[src/rtl/bootprom_if.sv]
// bootprom_if: CPU bus and EPROM pair signals seen by the boot PROM sequencer
interface bootprom_if;
  logic        as_n;
  logic        rw;
  logic        uds_n;
  logic        lds_n;
  logic        prom_sel;
  logic [14:0] addr;
  logic [14:0] rom_a;
  logic        rom_ce_n;
  logic        rom_oe_n;
  logic [7:0]  rom_dh;
  logic [7:0]  rom_dl;
  logic [15:0] data_out;
  logic        data_oe;
  logic        dtack_n;
  logic        wr_err;
  modport master (
    output as_n, rw, uds_n, lds_n, prom_sel, addr, rom_dh, rom_dl,
    input  rom_a, rom_ce_n, rom_oe_n, data_out, data_oe, dtack_n, wr_err
  );
  modport slave (
    input  as_n, rw, uds_n, lds_n, prom_sel, addr, rom_dh, rom_dl,
    output rom_a, rom_ce_n, rom_oe_n, data_out, data_oe, dtack_n, wr_err
  );
endinterface

[src/rtl/bootprom_ctl.sv]
// bootprom_ctl: sequences CE_n/OE_n/address for the byte-split boot PROM pair and acks the CPU
module bootprom_ctl #(
  parameter int ACCESS_CYCLES = 4,
  parameter bit ABORT_ON_AS   = 1'b1
) (
  input logic       clk,
  input logic       reset_n,
  bootprom_if.slave bus
);
  typedef enum logic [2:0] {IDLE, SETUP, ACCESS, CAPTURE, ACK} state_t;
  localparam logic [3:0] LOAD = 4'(ACCESS_CYCLES - 1);
  state_t      state, state_d;
  logic [3:0]  cnt, cnt_d;
  logic [14:0] rom_a_d;
  logic [15:0] data_d;
  logic        ce_d, oe_d, data_oe_d, dtack_d, wr_err_d;
  logic        start, abort;
  always_comb begin
    start     = !bus.as_n && bus.prom_sel && (!bus.uds_n || !bus.lds_n);
    abort     = ABORT_ON_AS && bus.as_n;
    state_d   = state;
    cnt_d     = cnt;
    rom_a_d   = bus.rom_a;
    data_d    = bus.data_out;
    ce_d      = bus.rom_ce_n;
    oe_d      = bus.rom_oe_n;
    data_oe_d = bus.data_oe;
    dtack_d   = bus.dtack_n;
    wr_err_d  = 1'b0;
    case (state)
      IDLE: if (start) begin
        // writes never touch the EPROMs; ack anyway so the CPU does not stall
        state_d  = bus.rw ? SETUP : ACK;
        rom_a_d  = bus.rw ? bus.addr : bus.rom_a;
        ce_d     = !bus.rw;
        wr_err_d = !bus.rw;
        dtack_d  = bus.rw;
      end
      SETUP: begin
        state_d = abort ? IDLE : ACCESS;
        ce_d    = abort;
        oe_d    = abort;
        cnt_d   = LOAD;
      end
      ACCESS: begin
        state_d = abort ? IDLE : (cnt == 4'd0 ? CAPTURE : ACCESS);
        ce_d    = abort;
        oe_d    = abort;
        cnt_d   = cnt == 4'd0 ? cnt : cnt - 4'd1;
      end
      CAPTURE: begin
        state_d   = abort ? IDLE : ACK;
        data_d    = abort ? bus.data_out : {bus.rom_dh, bus.rom_dl};
        ce_d      = 1'b1;
        oe_d      = 1'b1;
        data_oe_d = !abort;
        dtack_d   = abort;
      end
      ACK: if (bus.as_n) begin
        state_d   = IDLE;
        dtack_d   = 1'b1;
        data_oe_d = 1'b0;
      end
      default: state_d = IDLE;
    endcase
  end
  always_ff @(posedge clk or negedge reset_n)
    if (!reset_n) begin
      state        <= IDLE;
      cnt          <= '0;
      bus.rom_a    <= '0;
      bus.rom_ce_n <= 1'b1;
      bus.rom_oe_n <= 1'b1;
      bus.data_out <= '0;
      bus.data_oe  <= 1'b0;
      bus.dtack_n  <= 1'b1;
      bus.wr_err   <= 1'b0;
    end else begin
      state        <= state_d;
      cnt          <= cnt_d;
      bus.rom_a    <= rom_a_d;
      bus.rom_ce_n <= ce_d;
      bus.rom_oe_n <= oe_d;
      bus.data_out <= data_d;
      bus.data_oe  <= data_oe_d;
      bus.dtack_n  <= dtack_d;
      bus.wr_err   <= wr_err_d;
    end
endmodule
[src/flat_wrapper.sv]
// flat-port wrapper written by rule: the top's interface ports become plain ports
module bootprom_ctl_flat 
#(
  parameter int ACCESS_CYCLES = 4,
  parameter bit ABORT_ON_AS   = 1'b1
)
  (clk, reset_n, bus_as_n, bus_rw, bus_uds_n, bus_lds_n, bus_prom_sel, bus_addr, bus_rom_dh, bus_rom_dl, bus_rom_a, bus_rom_ce_n, bus_rom_oe_n, bus_data_out, bus_data_oe, bus_dtack_n, bus_wr_err);
  bootprom_if bus_i ();
  input logic clk;
  input logic reset_n;
  input wire logic [$bits(bus_i.as_n)-1:0] bus_as_n;
  input wire logic [$bits(bus_i.rw)-1:0] bus_rw;
  input wire logic [$bits(bus_i.uds_n)-1:0] bus_uds_n;
  input wire logic [$bits(bus_i.lds_n)-1:0] bus_lds_n;
  input wire logic [$bits(bus_i.prom_sel)-1:0] bus_prom_sel;
  input wire logic [$bits(bus_i.addr)-1:0] bus_addr;
  input wire logic [$bits(bus_i.rom_dh)-1:0] bus_rom_dh;
  input wire logic [$bits(bus_i.rom_dl)-1:0] bus_rom_dl;
  output wire logic [$bits(bus_i.rom_a)-1:0] bus_rom_a;
  output wire logic [$bits(bus_i.rom_ce_n)-1:0] bus_rom_ce_n;
  output wire logic [$bits(bus_i.rom_oe_n)-1:0] bus_rom_oe_n;
  output wire logic [$bits(bus_i.data_out)-1:0] bus_data_out;
  output wire logic [$bits(bus_i.data_oe)-1:0] bus_data_oe;
  output wire logic [$bits(bus_i.dtack_n)-1:0] bus_dtack_n;
  output wire logic [$bits(bus_i.wr_err)-1:0] bus_wr_err;
  assign bus_i.as_n = bus_as_n;
  assign bus_i.rw = bus_rw;
  assign bus_i.uds_n = bus_uds_n;
  assign bus_i.lds_n = bus_lds_n;
  assign bus_i.prom_sel = bus_prom_sel;
  assign bus_i.addr = bus_addr;
  assign bus_i.rom_dh = bus_rom_dh;
  assign bus_i.rom_dl = bus_rom_dl;
  assign bus_rom_a = bus_i.rom_a;
  assign bus_rom_ce_n = bus_i.rom_ce_n;
  assign bus_rom_oe_n = bus_i.rom_oe_n;
  assign bus_data_out = bus_i.data_out;
  assign bus_data_oe = bus_i.data_oe;
  assign bus_dtack_n = bus_i.dtack_n;
  assign bus_wr_err = bus_i.wr_err;
  bootprom_ctl #(.ACCESS_CYCLES(ACCESS_CYCLES), .ABORT_ON_AS(ABORT_ON_AS)) u_core (.clk(clk), .reset_n(reset_n), .bus(bus_i));
endmodule
[config.mk]
export PLATFORM = sky130hd
export DESIGN_NAME = bootprom_ctl_flat
export DESIGN_NICKNAME = d
export VERILOG_FILES = /design/src/rtl/bootprom_if.sv /design/src/rtl/bootprom_ctl.sv /design/src/flat_wrapper.sv
export SDC_FILE = /design/constraint.sdc
export NUM_CORES = 1
export LEC_CHECK = 0
export ABC_AREA = 1
export CELL_PAD_IN_SITES_DETAIL_PLACEMENT = 0
export CELL_PAD_IN_SITES_GLOBAL_PLACEMENT = 1
export CORE_ASPECT_RATIO = 1.5
export CORE_MARGIN = 10
export CORE_UTILIZATION = 29
export CTS_BUF_LIST = sky130_fd_sc_hd__clkbuf_4
export CTS_CLUSTER_SIZE = 12
export DETAILED_ROUTE_END_ITERATION = 16
export PLACE_DENSITY = 0.77
export SLEW_MARGIN = 20
export SYNTH_ARGS = -nofsm -noshare
export SYNTH_HDL_FRONTEND = slang
export SYNTH_SLANG_ARGS = --single-unit
[constraint.sdc]
create_clock -name clk -period 1.4 [get_ports clk]
set_clock_uncertainty 0.2 [all_clocks]
set_input_delay 0.21 -clock clk [delete_from_list [all_inputs] [get_ports clk]]
set_output_delay 0.21 -clock clk [all_outputs]
set_load 0.05 [all_outputs]
Yosys cells after proc, flatten, opt, wreduce, memory -nomap -nowiden
Cells that the tools add are included.

Word-level logic and storage cells: 60. Bits of input ports: 38. Output and inout port bits: 36. Flip-flop bits (word level): 43.

Equal/unequal tests: 7. Add/sub/neg operators: 1. Reduce and logical (&&, ||, !) cells: 22. Bitwise gates (word level): 1. Mux-type cells: 20.

Operators with widths (count): two-way mux 3 bit (5); case mux 3 bit (5 select lines) (1); AND reduction 2 bit (5); case mux 4 bit (2 select lines) (1); two-way mux 1 bit (7); == test 3 x 2 -> 1 bit (second input constant) (2); case mux 1 bit (3 select lines) (2); AND reduction 3 bit (2); nonzero test 2 bit (3); nonzero test 3 bit (2); zero test 1 bit (4); zero test 4 bit (1); two-way mux 4 bit (1); inequality test 2 bit (second input constant) (2); case mux 1 bit (2 select lines) (2); subtractor 4 x 1 -> 4 bit (second input constant) (1); == test 3 x 1 -> 1 bit (second input constant) (1); == test 3 bit (second input constant) (1); zero test 3 bit (1); logical AND 1 bit (2); two-way mux 2 bit (1); inequality test 2 x 1 -> 1 bit (second input constant) (1); OR reduction 2 bit (1); logical OR 1 bit (1); NOT 1 bit (1).

Longest topological paths before layout
Depth in word-level cells: 5. Gate-level depth with buffers: 9. Depth with buffers taken out: 8.

Worst setup path before layout
No wires, ideal clock.

Kind: register to register. From: register u_core.cnt[0]. To: register u_core.cnt[3]. Clock period less this slack: 1.434 ns. Setup time: 0.128 ns. Data arrival time: 1.105 ns. Stages on the path, launching flop included: 8. Buffers on the path: 0. Required time: 1.072 ns. Slack: -0.034 ns. Cell sequence: dfrtp_1 -> inv_1 -> ha_1 -> nand2_1 -> nor2_1 -> nand2_1 -> nand2_1 -> o21ai_0.

Word-level cells in the longest chain between the ends: 3. Elaborated cells between the ends (all ways): 6. Classes of those cells: 1 x add/sub; 1 x eq/ne; 2 x mux; 2 x reduce/logical.

RTL lines: from (decl) (RTL line bootprom_ctl.sv:13) `logic [3:0] cnt, cnt_d;`; from (signal assigned) (RTL line bootprom_ctl.sv:80) `cnt <= cnt_d;`; subtractor 4 x 1 -> 4 bit or zero test 4 bit (tied branches) (RTL line bootprom_ctl.sv:49) `cnt_d = cnt == 4'd0 ? cnt : cnt - 4'd1;`; two-way mux 4 bit or inequality test 2 bit (tied branches); case mux 4 bit (2 select lines) or AND reduction 2 bit (tied branches).

Several ways; a longest one is shown, not always the timed one. The select of a mux whose other input is x is not followed. A chain may end at the register's enable or synchronous reset.

Final worst setup path
From: register u_core.state[0]. To: register u_core.state[2].

Word-level cells in the longest chain between the ends: 3. Elaborated cells between the ends (all ways): 9. Classes of those cells: 6 x eq/ne; 1 x mux; 2 x reduce/logical.

RTL lines: from (decl) (RTL line bootprom_ctl.sv:12) `state_t state, state_d;`; from (signal assigned) (RTL line bootprom_ctl.sv:79) `state <= state_d;`; == test 3 bit or zero test 3 bit (tied branches) (RTL line bootprom_ctl.sv:30) `case (state)`; inequality test 2 bit (no source line) or inequality test 2 x 1 -> 1 bit (tied branches); AND reduction 2 bit (no source line).

Several ways; a longest one is shown, not always the timed one.

==> out/results.ini <==
[floorplan]
rows=35
initial_utilization=0.302
die_h_um=119
io_pins=74
fp.dieW_um=85.8
core_mm2=0.00622
dieArea_mm2=0.0102

[critical_path]
worstPathArrival_ps=1570
slowest_delay_ps=440
critPathLaunchType=register
crit_slowest_cell=dfrtp_1
crit_required_ps=1460
crit_fanout=3
r2r_start=u_core.state[0]$_DFFE_PN0P_
crit_chain=inv_2 > nand2_4 > nor2_4 > buf_4 > buf_6 > nand2_4 > nand2_4 > inv_2 > nand2_1 > nand2_1
r2r_slack_ps=-120
critPathLaunch=u_core.state[0]$_DFFE_PN0P_
cp-end-kind=register
crit_type=register to register
crit_top_cell=nand2_4

[cells_and_area]
layout_common_cells=nand2_1, buf_12, dfrtp_1, clkdlybuf4s50_1, buf_4
final_common_cell=nand2_1
synthToLayoutAreaGrowth_pct=95.1
fillCellCount=527
drive_gt1_frac=0.414
nets=377
design_area_mm2=0.00367
instances_no_fill=413

[sta]
fin_tns_setup_ps=-2260
setup_viol=43
slew_viol_final=0
fmax_ghz=0.660
period_share=1.08
post-route-min-period_ps=1520
hold_violations=0
worstMarginPinSlew_ps=244
setup_ws_ps=-116
rsz0062_at_grt=yes
max_slew_margin=0.837

[route]
route.detailed.drc=0
wire_per_inst_um=15.0
via_count=1858
dr.pass1.iters=4
wl_um=6190
vias_per_cell=4.50
ant_nets=0
drtIter0Drc=95

[cts]
cts_inserted_buffers=5
clk_pin_slew_worst_paths_ps=130
htree_levels=2
cts_root_buffer=clkbuf_4
cts_buffer_depth=2
cts_tree=built
clock_sinks=43
clock_latency_ps=350

[grt]
overflow=0
grt_max_degree=44
antenna_found_initial=1
grt_use_total=0.119
grt_pass1_wl_um=10000
grt_pass1_vias=1998

[yosys]
yosys_warnings=0
ys_ff_latch=43
syn_area_mm2=0.00188
yosysTopAreaCell=dfrtp_1
yosysTopAreaCellShare=0.532
synth.distinct_cells=24
synthCells=223
synth_nets=263
yosysSeqAreaShare=0.574
ys_top_cells_by_area=dfrtp_1, nand2_1, nand3_1, o21ai_0, dfstp_2
syn_area_per_cell_um2=8.43

[worst_hold_path]
hold_path.class=input pin to asynchronous set/reset pin

[placement]
place_congestion=0.802
port_buffers=73
place_area_mm2=0.00327
hpwl_um=4410
place_inst=391

[outcome]
outcome=finished with violations
failed_checks=setup timing

[power_and_ir_drop]
vdd_drop_max_v=0.00138
p_leak_uw=0.00176
p_per_area_mw_per_mm2=2180

[job]
maxCapViolations=0

cell type report:
type | count | area [um2] | area share
clock buffer | 7 | 52.6 | 0.0143
multi-input combinational | 160 | 883 | 0.241
inverter | 12 | 45.0 | 0.0123
antenna | 1 | 2.50 | 0.000682
clock inverter | 1 | 5.00 | 0.00136
tap | 74 | 92.6 | 0.0252
sequential | 43 | 1080 | 0.295
timing repair buffer | 115 | 1510 | 0.411
metrics by stage:
stage               hold WS (ps)   util  power, uW  setup slack [ps]
floorplan                   -286      -       4070              1.35
CTS                          151  0.567       7770             -99.5
detailed placement          8.45  0.526       6620              -296
global placement            5.75  0.526       6570              -281
global route                 175  0.590       8390              -165
finish                       129  0.590       7990              -116
logic make-up after synthesis:
logic type,Yosys count,share of synthesized area
xor+xnor,1,0.00466
flops,43,0.574
compound gates,25,0.0679
fa+ha+maj,2,0.0133
simple gates,132,0.291
buf+inv,20,0.0486
layer usage:
metal,global-route usage,wire [um],up-vias
met5,0,0,-
met4,0.0475,78,0
met3,0.0261,230,7
met2,0.220,3610,41
met1,0.123,2270,875
li1,-,-,935
cells in the mapped netlist:
master and number:
inv_1 11, dfstp_2 3, or2_2 1, buf_2 4
ha_1 2, nand2_2 1, inv_2 1, nor2_2 1
nand3_2 1, a21oi_1 3, nand3_1 23, dfrtp_1 40
o21ai_0 20, nand2_1 94, xor2_1 1, nor2_4 1
clkbuf_1 1, buf_4 1, buf_6 1, o21ai_1 1
buf_1 1, a22oi_1 1, nor3_1 2, nor2_1 8
power breakdown:
| group | total [uW] | switching [uW] | internal [uW] | leakage (uW) |
|---|---|---|---|---|
| clock | 632 | 397 | 235 | 0.0000361 |
| sequential | 2210 | 501 | 1710 | 0.000550 |
| combinational | 5150 | 2640 | 2510 | 0.00117 |
| total | 7990 | 3530 | 4460 | 0.00176 |
final timing paths:
| check | to | cells after the start |
|---|---|---|
| worst max-delay path | u_core.state[2]$_DFFE_PN0P_ | 10 |
| worst min-delay path | u_core.bus.rom_a[9]$_DFFE_PN0P_ | 3 |
| worst max register to register | u_core.state[2]$_DFFE_PN0P_ | 10 |
| worst min register to register | u_core.bus.rom_oe_n$_DFFE_PN1P_ | 2 |
| max in group asynchronous | u_core.bus.dtack_n$_DFFE_PN1P_ | 3 |
| min in group clk | u_core.bus.rom_a[0]$_DFFE_PN0P_ | 3 |
flip-flops by register name (all words and copies together) (netlist names):
signal / count
u_core.bus.data_oe: 1
u_core.bus.data_out: 16
u_core.state: 3
u_core.cnt: 4
u_core.bus.dtack_n: 1
u_core.bus.wr_err: 1
u_core.bus.rom_ce_n: 1
u_core.bus.rom_a: 15
u_core.bus.rom_oe_n: 1
what timing repair did:
action / in CTS / in global routing
gates resized for setup: 51 / 33
endpoints found under the hold margin: 43 / 0
setup buffers: 7 / 5
endpoints found under the setup margin: 42 / 48
pin swaps: 16 / 21
cloned: 1 / 0
hold buffers: 1 / 0
critical path, delay by kind of cell (launching register included):
family,cells,cell delay [ps]
and+or+nand+nor,6,410
buffers and inverters,4,360
DFF,1,440
No activity file was read; power rests on OpenSTA's default activity.
